$ cat src/rtl/regfile_arb_pkg.sv
// Shared definitions for the two-master register file arbiter.
// Holds active-low enable levels, FSM state codes, owner ids and width defaults.
package regfile_arb_pkg;

  localparam logic ENABLE_  = 1'b0;
  localparam logic DISABLE_ = 1'b1;

  localparam int ADDR_W_DFLT = 5;
  localparam int DATA_W_DFLT = 32;

  typedef enum logic [1:0] {
    IDLE   = 2'b00,
    ACCESS = 2'b01,
    DONE   = 2'b10
  } state_t;

  typedef enum logic {
    M0 = 1'b0,
    M1 = 1'b1
  } owner_t;

  function automatic logic req_any(
    input logic r0_,
    input logic r1_
  );
    return (r0_ == ENABLE_) || (r1_ == ENABLE_);
  endfunction

endpackage

$ cat src/rtl/regfile_arb_rr_arb2.sv
// Two-way round-robin picker, purely combinational.
// Ports: req0_/req1_ active-low requests, last = master served last, grant = winner.
module rr_arb2
  import regfile_arb_pkg::*;
(
  input  logic   req0_,
  input  logic   req1_,
  input  owner_t last,
  output owner_t grant
);

  logic both;
  logic only0;
  logic only1;

  assign both  = (req0_ == ENABLE_) && (req1_ == ENABLE_);
  assign only0 = (req0_ == ENABLE_) && (req1_ == DISABLE_);
  assign only1 = (req0_ == DISABLE_) && (req1_ == ENABLE_);

  always_comb begin
    grant = M0;
    unique case (1'b1)
      both:    grant = (last == M0) ? M1 : M0;
      only0:   grant = M0;
      only1:   grant = M1;
      default: grant = M0;
    endcase
  end

endmodule

$ cat src/rtl/regfile_arb.sv
// Arbitrates two active-low req_/ack_ masters onto one register file port.
// Ports: clk, reset_; m0_*/m1_* master buses; rf_* register file bus; busy.
module regfile_arb
  import regfile_arb_pkg::*;
#(
  parameter int ADDR_W = ADDR_W_DFLT,
  parameter int DATA_W = DATA_W_DFLT
) (
  input  logic              clk,
  input  logic              reset_,
  input  logic              m0_req_,
  input  logic              m0_we_,
  input  logic [ADDR_W-1:0] m0_addr,
  input  logic [DATA_W-1:0] m0_wdata,
  output logic              m0_ack_,
  output logic [DATA_W-1:0] m0_rdata,
  input  logic              m1_req_,
  input  logic              m1_we_,
  input  logic [ADDR_W-1:0] m1_addr,
  input  logic [DATA_W-1:0] m1_wdata,
  output logic              m1_ack_,
  output logic [DATA_W-1:0] m1_rdata,
  output logic [ADDR_W-1:0] rf_addr,
  output logic [DATA_W-1:0] rf_d_in,
  output logic              rf_we_,
  input  logic [DATA_W-1:0] rf_d_out,
  output logic              busy
);

  state_t state;
  owner_t last;
  owner_t owner;
  owner_t grant;

  logic              win_we_;
  logic [ADDR_W-1:0] win_addr;
  logic [DATA_W-1:0] win_wdata;

  rr_arb2 u_rr (
    .req0_ (m0_req_),
    .req1_ (m1_req_),
    .last  (last),
    .grant (grant)
  );

  always_comb begin
    win_we_   = m0_we_;
    win_addr  = m0_addr;
    win_wdata = m0_wdata;
    if (grant == M1) begin
      win_we_   = m1_we_;
      win_addr  = m1_addr;
      win_wdata = m1_wdata;
    end
  end

  // The rf_* registers double as the latched command: loaded on grant,
  // cleared when ACCESS ends, so the async reset drops rf_we_ at once.
  always_ff @(posedge clk or negedge reset_) begin
    if (!reset_) begin
      state    <= IDLE;
      last     <= M1;
      owner    <= M0;
      m0_ack_  <= DISABLE_;
      m1_ack_  <= DISABLE_;
      m0_rdata <= '0;
      m1_rdata <= '0;
      rf_we_   <= DISABLE_;
      rf_addr  <= '0;
      rf_d_in  <= '0;
      busy     <= 1'b0;
    end else begin
      m0_ack_ <= DISABLE_;
      m1_ack_ <= DISABLE_;
      unique case (state)
        IDLE: begin
          if (req_any(m0_req_, m1_req_)) begin
            owner   <= grant;
            rf_we_  <= win_we_;
            rf_addr <= win_addr;
            rf_d_in <= win_wdata;
            busy    <= 1'b1;
            state   <= ACCESS;
          end
        end
        ACCESS: begin
          // rf_d_out still shows the old word here, so a write
          // hands back the pre-write contents.
          if (owner == M0) begin
            m0_rdata <= rf_d_out;
            m0_ack_  <= ENABLE_;
          end else begin
            m1_rdata <= rf_d_out;
            m1_ack_  <= ENABLE_;
          end
          rf_we_  <= DISABLE_;
          rf_addr <= '0;
          rf_d_in <= '0;
          state   <= DONE;
        end
        DONE: begin
          last  <= owner;
          busy  <= 1'b0;
          state <= IDLE;
        end
        default: begin
          busy  <= 1'b0;
          state <= IDLE;
        end
      endcase
    end
  end

endmodule

$ cat config.mk
export PLATFORM = sky130hd
export DESIGN_NAME = regfile_arb
export DESIGN_NICKNAME = d
export VERILOG_FILES = /design/src/rtl/regfile_arb_pkg.sv /design/src/rtl/regfile_arb_rr_arb2.sv /design/src/rtl/regfile_arb.sv
export SDC_FILE = /design/constraint.sdc
export NUM_CORES = 1
export LEC_CHECK = 0
export BUFFER_PORTS_ARGS = -buffer_cell sky130_fd_sc_hd__buf_4
export CAP_MARGIN = 20
export CORE_MARGIN = 10
export CORE_UTILIZATION = 40
export CTS_BUF_LIST = sky130_fd_sc_hd__clkbuf_16
export DETAILED_ROUTE_END_ITERATION = 16
export GPL_TIMING_DRIVEN = 0
export HOLD_SLACK_MARGIN = 0.15
export PLACE_DENSITY_LB_ADDON = 0.05
export SKIP_CTS_REPAIR_TIMING = 1
export SLEW_MARGIN = 20
export SYNTH_ARGS = -nofsm -noshare
export SYNTH_HDL_FRONTEND = slang
export SYNTH_SLANG_ARGS = --single-unit
$ cat constraint.sdc
create_clock -name clk -period 1.66 [get_ports clk]
set_clock_uncertainty 0.05 [all_clocks]
set_input_delay 0.332 -clock clk [delete_from_list [all_inputs] [get_ports clk]]
set_output_delay 0.332 -clock clk [all_outputs]
set_load 0.05 [all_outputs]
==> summary.md, run 1 <==
| Metric | Value |
|---|---|
| Min-delay src | rf_d_out[26] |
| DRC errors left | 0 |
| Hold Vio Cnt, Final | 0 |
| Detailed placement HPWL | 10,100 um |
| Crit end category | flip-flop |
| Static leakage | 3.32 nW |
| GR peak layer | met2 |
| M1 GR Usage | 19.2% |
| H-Tree Depth | 3 |
| First-pass DRT Iterations | 5 |
| Reg2Reg Depth | 5 |
| Global-route wire length before repair | about 21,000 um |
| Clock Path Buffers | 2 |
| EDFF count, synth | 0 |
| FMAX | 646 MHz |
| Die ar. | 16,600 um^2 |
| Clock Latency Late Sink | 350 ps |
| # diodes | 0 |
| Share of post-route cells with drive strength above 1 | 59.2% |
| Core Util, Final | 60.7% |
| Hold Crit Depth | 2 |
| Routed Antenna Nets | 0 |
| Core footprint | 11,500 um^2 |
| Synth Register Bits | between 100 and 150 |
| Gr usage total | 16.0% |
| Share of synthesized registers carrying an async set or reset | between 90% and 100% |
| DR iter-0 viols | 219 |
| Peak VDD IR | 0.00117 V |
| I/O pin total | 217 |
| Worst path required time | about 1800 ps |
| Setup Viol. Count Final | 0 |
| Tcrit/Tclk final | 93.3% |
| Crit-path most repeated cell | buf_6 |
| Leading area contributor after synthesis | dfrtp_1 |
| Syn Nets | 406 |
| R2R Path End | rf_d_in[10] |
| PwrDens | 2380 nW/um^2 |
| Die Ht | about 130 um |
| Post-synthesis sequential area ratio | 57.5% |
| Cell count after synthesis | 294 |
| Hold EP | m1_rdata[26] |
| Crit-path slowest cell | dfstp_2 |
| Most frequent cells in the layout | buf_4 (216), dfrtp_1 (105), a221o_1 (37), mux2_1 (32), mux2_4 (29) |
| Die Wd | 129 um |
| CTS Root Cell | clkbuf_16 |
| Main area contributors after synthesis | dfrtp_1 (55%), mux2_4 (9.2%), a221o_1 (7.8%) |
| Clock sinks | 109 |
| Commonest register cell after synthesis | dfrtp_1 |
| Worst slew margin | a little over a third |
| Crit path cell chain | and2b_1 > nor3_2 > buf_6 > buf_6 > a221o_1 |
| CP top delay family | flip-flops |
| Final slew viol count | 0 |
| Cell row count | 39 |
| CTS clk-pin slew, worst paths | 70 ps |
| Library cells used by synthesis | 28 |
| Via-to-Cell Ratio | ~5 |
| Initial antenna violation count | 0 |
| Avg Cell Area, Syn | 16.2 um^2 |
| Vias in the first global route | 3,842 |
| RSZ-0062 raised after global routing | no |
| Slowest cell delay on critical path | 560 ps |
| Largest net degree at the start of global routing | 110 |
| # nets final | ~650 |
| Routability congestion estimate | approximately 0.70 |
| Most common cell after layout, fill and taps aside | buf_4 |
| CP Max Fanout | 10 |
| Port buffer count | around 220 |
| Top cell type's share of synthesized area | between 50% and 60% |
| Hold_ws | 151 ps |
| Vias | about 3,500 |
| Ys Warns | 0 |
| CP startpoint kind | flip-flop |
| Grt ovf | 0 |
| Worst-Margin Slew | 971 ps |
| CTS Buf Count | 9 |
| Outcome | finished, final reports clean |
| Initial Util | slightly above 40% |
| Critical Path AT | 1730 ps |
| Fin crit period | approximately 1500 ps |
| Layout area overhead | 47.2% |
| Met3 Use GR | 8.05% |
| Worst path buffer plus inverter count | 2 |
| Worst Hold Class | in -> reg |
| Worst reg2reg startpoint | last |
| R2r setup slk | 110 ps |
| Wirelength per Cell | 20.0 um |
| Mapped cell area | approximately 4700 um^2 |
| Met2 Usage GRT | 25.0% |
| CTS tree | done |
| Critical path class | reg -> reg |
| Total routed wirelength | 13,700 um |
| Number of max-cap violations | 0 |
| Final Power | 16.7 mW |
-- registers in the layout, indices dropped and copies added, names as in the netlist --
name / count
busy: 1
last: 1
m0_ack_: 1
m0_rdata: 32
m1_ack_: 1
m1_rdata: 32
owner: 1
rf_addr: 5
rf_d_in: 32
rf_we_: 1
state: 2
-- power breakdown --
group | internal [mW] | switching (mW) | total, mW
clock | 1.02 | 0.997 | 2.02
combinational | 3.57 | 6.40 | 9.97
sequential | 3.95 | 0.717 | 4.66
-- kinds of logic (layout without fill, tap and decap cells) --
| kind of cell | count (synthesis) | after routing | share of synthesized area, % |
|---|---|---|---|
| multiplexers | 65 | 65 | 17.7 |
| AND/OR/NAND/NOR | 48 | 48 | 11.4 |
| AO/OA/AOI/OAI | 42 | 42 | 8.59 |
| buffers and inverters | 30 | 278 | 4.74 |
| flip-flops | 109 | 109 | 57.5 |
-- cells in the mapped netlist, types with 4 or more instances --
master / instances
mux2_2: 4
mux2_4: 29
dfrtp_1: 105
inv_1: 4
buf_6: 9
nor4b_1: 17
mux2_1: 32
a221o_1: 37
nor4b_2: 20
dfstp_2: 4
buf_2: 12
-- through the flow --
step,setup TNS [ps],instances,instance area (um^2),worst slack (ps)
after floorplan,0,294,4750,219
after global placement,-44.4,653,6550,-3.49
after detailed placement,0,653,6550,89.7
after CTS,0,669,6830,92.8
after global routing,0,685,6990,23.4
final,0,685,6990,111
-- cell type report --
class | instances | area, um^2
clock buffer | 9 | 225
clock inverter | 7 | 51.3
sequential | 109 | 2730
tap | 143 | 179
timing repair buffer | 232 | 1790
buffer | 26 | 210
fill | 943 | 4530
multi-input combinational | 155 | 1790
inverter | 4 | 15.0
-- worst max path at each step --
stage / startpoint / to / slack [ps] / depth (start not counted)
final: last / rf_d_in[10] / 110 / 5
after global routing: state[0] / m1_rdata[6] / 20 / 4
after CTS: state[1] / m0_rdata[29] / 90 / 5
after detailed placement: m1_req_ / rf_d_in[15] / 90 / 5
after global placement: reset_ / rf_d_in[21] / -3 / 1
after floorplan: last / rf_d_in[10] / 220 / 5
-- layer usage --
layer  vias to the layer above  wire, um  share of wire [%]
met4                         0       172                1.3
met1                      1710      5710                 42
met3                        13      1320                9.7
li1                       1612         -                  -
met5                         -         0                  0
met2                       138      6500                 47
Power figures use the tool's default switching activity.
==> run 2: changes to the inputs <==
--- a/config.mk
+++ b/config.mk
@@ -8,12 +8,12 @@
 export BUFFER_PORTS_ARGS = -buffer_cell sky130_fd_sc_hd__buf_4
 export CAP_MARGIN = 20
 export CORE_MARGIN = 10
-export CORE_UTILIZATION = 40
+export CORE_UTILIZATION = 47
 export CTS_BUF_LIST = sky130_fd_sc_hd__clkbuf_16
 export DETAILED_ROUTE_END_ITERATION = 16
 export GPL_TIMING_DRIVEN = 0
 export HOLD_SLACK_MARGIN = 0.15
-export PLACE_DENSITY_LB_ADDON = 0.05
+export PLACE_DENSITY = 0.86
 export SKIP_CTS_REPAIR_TIMING = 1
 export SLEW_MARGIN = 20
 export SYNTH_ARGS = -nofsm -noshare
==> summary.md, run 2 (synthesized netlist as in run 1, its figures left out) <==
| Metric | Value |
|---|---|
| Flop pwr share | 27.7% |
| Fin crit period | 1550 ps |
| Switching share of total power | 47.9% |
| Routed Antenna Nets | 0 |
| Die Wd | 121 um |
| CTS Buf Count | 9 |
| Fin Setup TNS | 0 ps |
| Grt ovf | 0 |
| Setup Viol. Count Final | 0 |
| H-Tree Depth | 3 |
| Crit-path most repeated cell | buf_6 |
| DR iter-0 viols | 161 |
| Largest net degree at the start of global routing | 110 |
| PwrDens | 2460 nW/um^2 |
| Core footprint | 9820 um^2 |
| GR peak layer | met2 |
| Gr usage total | 18.8% |
| Number of max-cap violations | 0 |
| Die ar. | 14,500 um^2 |
| FMAX | 645 MHz |
| Wirelength per Cell | 20.9 um |
| DRC errors left | 0 |
| Total routed wirelength | 13,800 um |
| Final Power | 16.9 mW |
| CTS Root Cell | clkbuf_16 |
| Via-to-Cell Ratio | approximately 5.4 |
| Initial antenna violation count | 0 |
| Vias | 3,535 |
| Combinational power share | between 50 and 60% |
| Design Area, Final | 6870 um^2 |
| I/O pin total | 217 |
| Tcrit/Tclk final | 93.4% |
| Met2 Usage GRT | 31.3% |
| Share of post-route cells with drive strength above 1 | 60.7% |
| Final slew viol count | 0 |
| Worst Hold Class | in -> async |
| Worst path required time | around 1800 ps |
| Port buffer count | 216 |
| Slowest cell delay on critical path | 570 ps |
| Cell row count | 36 |
| Vias in the first global route | 3,979 |
| Detailed placement HPWL | 10,500 um |
| Clock sinks | ~110 |
| DP Cell Count | 643 |
| Static leakage | ~3.3 nW |
| Die Ht | 121 um |
| Clock power share | between 10% and 20% |
| RSZ-0062 raised after global routing | no |
| Core Util, Final | 69.9% |
| Filler cells | slightly below 700 |
| Clock Latency Late Sink | 340 ps |
| Layout area overhead | 44.6% |
| Clock Path Buffers | 2 |
| Initial Util | 48.4% |
| Outcome | finished, final reports clean |
| CTS clk-pin slew, worst paths | 70 ps |
| Hold Vio Cnt, Final | 0 |
| Routability congestion estimate | about 0.76 |
| Worst-Margin Slew | 987 ps |
| Global-route wire length before repair | about 22,000 um |
| Crit path cell chain | and2b_1 > nor3_2 > buf_6 > buf_6 > a221o_1 |
| Worst slew margin | 34.2% |
| Internal power | 8.81 mW |
| Crit end category | flip-flop |
| Most common cell after layout, fill and taps aside | buf_4 |
| # nets final | between 600 and 700 |
| # diodes | 0 |
| Critical path class | reg -> reg |
| Sequential cell area | approximately 2700 um^2 |
| CTS tree | done |
| Peak VDD IR | ~0.0017 V |
| Met3 Use GR | 7.31% |
| Final non-filler cell total | 660 |
| Top Registers | m0_rdata: 32 flops, m1_rdata: 32 flops, rf_d_in: 32 flops |
| P_sw | 8.10 mW |
| Area of placed instances | 6540 um^2 |
| Crit-path slowest cell | dfstp_2 |
| CP startpoint kind | flip-flop |
| Multi-input gate area | 1790 um^2 |
| CP Max Fanout | 10 |
| Most frequent cells in the layout | buf_4 (216), dfrtp_1 (104), a221o_1 (37), mux2_1 (32), mux2_4 (29) |
| First-pass DRT Iterations | 4 |
| M1 GR Usage | 20.7% |
| Critical Path AT | 1730 ps |
==> run 2: cell types whose count changed in the layout (fill, tap and decap cells not counted), sizes merged <==
cell,delta
dlygate4sd3,-15
inv,+1
clkinv,-2
bufinv,+2
clkinvlp,-1
==> run 2: final timing paths <==
kind                               from           end  slack, ps  depth (start not counted)
min in group clk           rf_d_out[14]  m1_rdata[14]        160                          2
max                                last   rf_d_in[12]        110                          5
min                              reset_  m0_rdata[11]          5                          1
max in group asynchronous        reset_      state[1]        770                          1
max reg2reg                        last   rf_d_in[12]        110                          5
min reg2reg                      rf_we_        rf_we_        420                          2
==> run 2: per-stage QoR <==
stage                     hold WS [ps]  setup WS, ps
after detailed placement           415          89.7
final                             5.26           109
after CTS                          111           104
after floorplan                  -13.6           219
after global routing               150          19.7
after global placement             412          76.7
==> run 2: area by class of cell <==
type / instances / share of cell area, %
clock buffer: 9 / 3.28
clock inverter: 7 / 1.29
tap: 133 / 2.42
buffer: 26 / 3.06
inverter: 4 / 0.219
sequential: 109 / 39.8
timing repair buffer: 217 / 23.8
multi-input combinational: 155 / 26.1
==> run 2: critical path, delay by kind of cell, from the launching register on <==
kind | cells | cell delay [ps]
buffers and inverters | 2 | 280
and+or+nand+nor | 2 | 240
AOI/OAI and AO/OA | 1 | 300
DFF | 1 | 570
==> run 2: power groups by stage <==
| stage | Sequential [mW] | Clock [mW] | Combinational, mW |
|---|---|---|---|
| 6_report | 4.69 | 2.25 | 9.97 |
| 2_1_floorplan | 8.82 | 0 | 2.82 |
| 4_1_cts | 4.68 | 2.31 | 10.1 |
| 3_3_place_gp | 4.65 | 0 | 9.89 |
| 3_5_place_dp | 4.71 | 0 | 10.1 |
| 5_1_grt | 4.84 | 2.40 | 10.4 |
==> run 2: metal layers <==
| metal | routed length (um) | up-vias |
|---|---|---|
| met5 | 0 | - |
| met4 | 404 | 0 |
| met3 | 1440 | 29 |
| met2 | 6700 | 175 |
| met1 | 5250 | 1742 |
| li1 | - | 1589 |
==> run 3: changes to the inputs <==
--- a/config.mk
+++ b/config.mk
@@ -8,12 +8,12 @@
 export BUFFER_PORTS_ARGS = -buffer_cell sky130_fd_sc_hd__buf_4
 export CAP_MARGIN = 20
 export CORE_MARGIN = 10
-export CORE_UTILIZATION = 47
-export CTS_BUF_LIST = sky130_fd_sc_hd__clkbuf_16
+export CORE_UTILIZATION = 49
+export CTS_BUF_LIST = sky130_fd_sc_hd__clkbuf_2 sky130_fd_sc_hd__clkbuf_4 sky130_fd_sc_hd__clkbuf_8
 export DETAILED_ROUTE_END_ITERATION = 16
 export GPL_TIMING_DRIVEN = 0
 export HOLD_SLACK_MARGIN = 0.15
-export PLACE_DENSITY = 0.86
+export PLACE_DENSITY = 0.89
 export SKIP_CTS_REPAIR_TIMING = 1
 export SLEW_MARGIN = 20
 export SYNTH_ARGS = -nofsm -noshare
==> summary.md, run 3 (synthesized netlist as in run 1, its figures left out) <==
| Metric | Value |
|---|---|
| FMAX | a little over 600 MHz |
| Wirelength per Cell | 23.0 um |
| DR iter-0 viols | 195 |
| Routed Antenna Nets | 0 |
| Detailed placement HPWL | roughly 11,000 um |
| CP Depth | 4 |
| Die ar. | approximately 14,000 um^2 |
| Fin Setup TNS | 0 ps |
| Critical path class | reg -> reg |
| Reg2Reg Depth | 4 |
| CTS Buf Count | 9 |
| Final Power | 16.7 mW |
| CP startpoint kind | flip-flop |
| WL met1 | 6130 um |
| Vias in the first global route | roughly 3,900 |
| Critical Path AT | around 1900 ps |
| Global-route wire length before repair | ~22,000 um |
| CTS Root Cell | clkbuf_8 |
| Gr usage total | 19.4% |
| Static leakage | 3.45 nW |
| CP top delay family | simple AND/OR/NAND/NOR gates |
| Final slew viol count | 0 |
| Worst setup path start | state[0] |
| DR WL met2 | 8760 um |
| Worst Setup EP | rf_d_in[10] |
| Share of post-route cells with drive strength above 1 | ~55% |
| Most frequent cells in the layout | buf_4 (216), dfrtp_1 (105), dlygate4sd3_1 (54), a221o_1 (37), mux2_1 (32) |
| Total routed wirelength | 16,300 um |
| Filler cells | 517 |
| Layout area overhead | 53.2% |
| Worst path required time | 1910 ps |
| Die Wd | 118 um |
| Initial antenna violation count | 0 |
| WL met3 | 1150 um |
| CTS clk-pin slew, worst paths | 110 ps |
| Die Ht | around 120 um |
| Fin crit period | 1620 ps |
| Crit end category | flip-flop |
| CTS tree | done |
| Worst path buffer plus inverter count | 1 |
| Slowest cell delay on critical path | 430 ps |
| Grt ovf | 0 |
| Core footprint | 9330 um^2 |
| Highest metal used | met4 |
| Top Registers | m0_rdata: 32 flops, m1_rdata: 32 flops, rf_d_in: 32 flops |
| Worst reg2reg startpoint | state[0] |
| Port buffer count | 216 |
| Largest net degree at the start of global routing | 110 |
| R2r setup slk | 40 ps |
| Setup Viol. Count Final | 0 |
| R2R Path End | rf_d_in[10] |
| # nets final | 687 |
| Clock Path Buffers | 2 |
| Hold Vio Cnt, Final | 0 |
| First-pass DRT Iterations | 4 |
| Cell row count | 35 |
| CP Max Fanout | 10 |
| # diodes | 0 |
| PwrDens | 2290 nW/um^2 |
| DRC errors left | 0 |
| Via-to-Cell Ratio | 5.40 |
| Worst-Margin Slew | 967 ps |
| H-Tree Depth | 3 |
| Vias | 3,831 |
| Peak VDD IR | between 0.001 and 0.0015 V |
| Clock sinks | 109 |
| Crit path cell chain | or2_4 > buf_2 > nor4b_1 > a221o_1 |
| Clock Latency Late Sink | about 350 ps |
| Number of max-cap violations | 0 |
| Routability congestion estimate | 0.785 |
| I/O pin total | roughly 220 |
| Most common cell after layout, fill and taps aside | buf_4 |
| Outcome | finished, final reports clean |
| Crit-path slowest cell | dfrtp_1 |
| Tcrit/Tclk final | 97.7% |
| Hold_ws | approximately 150 ps |
| Initial Util | 50.9% |
| Worst Hold Class | in -> reg |
| Worst slew margin | 35.6% |
==> run 3: changes by cell type in the layout (fill, tap and decap cells not counted), sizes merged <==
cell         change
clkbuf           +1
dlygate4sd3     +53
bufinv           -1
==> run 3: routing by layer <==
metal / GRT usage, % / vias up
met4: 6.03 / 0
met3: 5.81 / 22
met2: 33.7 / 177
met5: 0 / -
met1: 22.7 / 1932
li1: - / 1700
==> run 3: how the worst min path moves through the flow <==
| stage | start | cells past startpoint | endpoint | slack (ps) |
|---|---|---|---|---|
| 2_1_floorplan | reset_ | 0 | busy | -10 |
| 5_1_grt | m1_wdata[4] | 2 | rf_d_in[4] | 150 |
| 6_report | m1_wdata[4] | 2 | rf_d_in[4] | 150 |
| 4_1_cts | reset_ | 1 | m1_rdata[23] | 80 |
| 3_3_place_gp | rf_we_ | 2 | rf_we_ | 400 |
| 3_5_place_dp | rf_we_ | 2 | rf_we_ | 410 |
==> run 3: cell type report <==
type                            count  area [um^2]  area share (%)
Buffer                             26          210            2.89
Clock buffer                       10          131            1.81
Clock inverter                      6         68.8           0.946
Multi-Input combinational cell    155         1790            24.6
Inverter                            4         15.0           0.206
Sequential cell                   109         2730            37.6
Timing Repair Buffer              270         2170            29.8
Tap cell                          129          161            2.22
==> run 3: power by group <==
group / switching, mW / internal, mW
Clock: 0.923 / 0.728
Sequential: 0.826 / 3.94
Combinational: 6.63 / 3.64
Total: 8.38 / 8.30
==> run 3: per-stage QoR <==
step / std cells / setup slack, ps / area [um^2] / util (%)
3_5_place_dp: 639 / 63.1 / 6540 / 70.1
3_3_place_gp: 639 / 97.5 / 6530 / 70.0
2_1_floorplan: 294 / 219 / 4750 / -
4_1_cts: 655 / 74.7 / 6740 / 72.2
5_1_grt: 709 / -56.9 / 7280 / 78.0
6_report: 709 / 38.9 / 7280 / 78.0
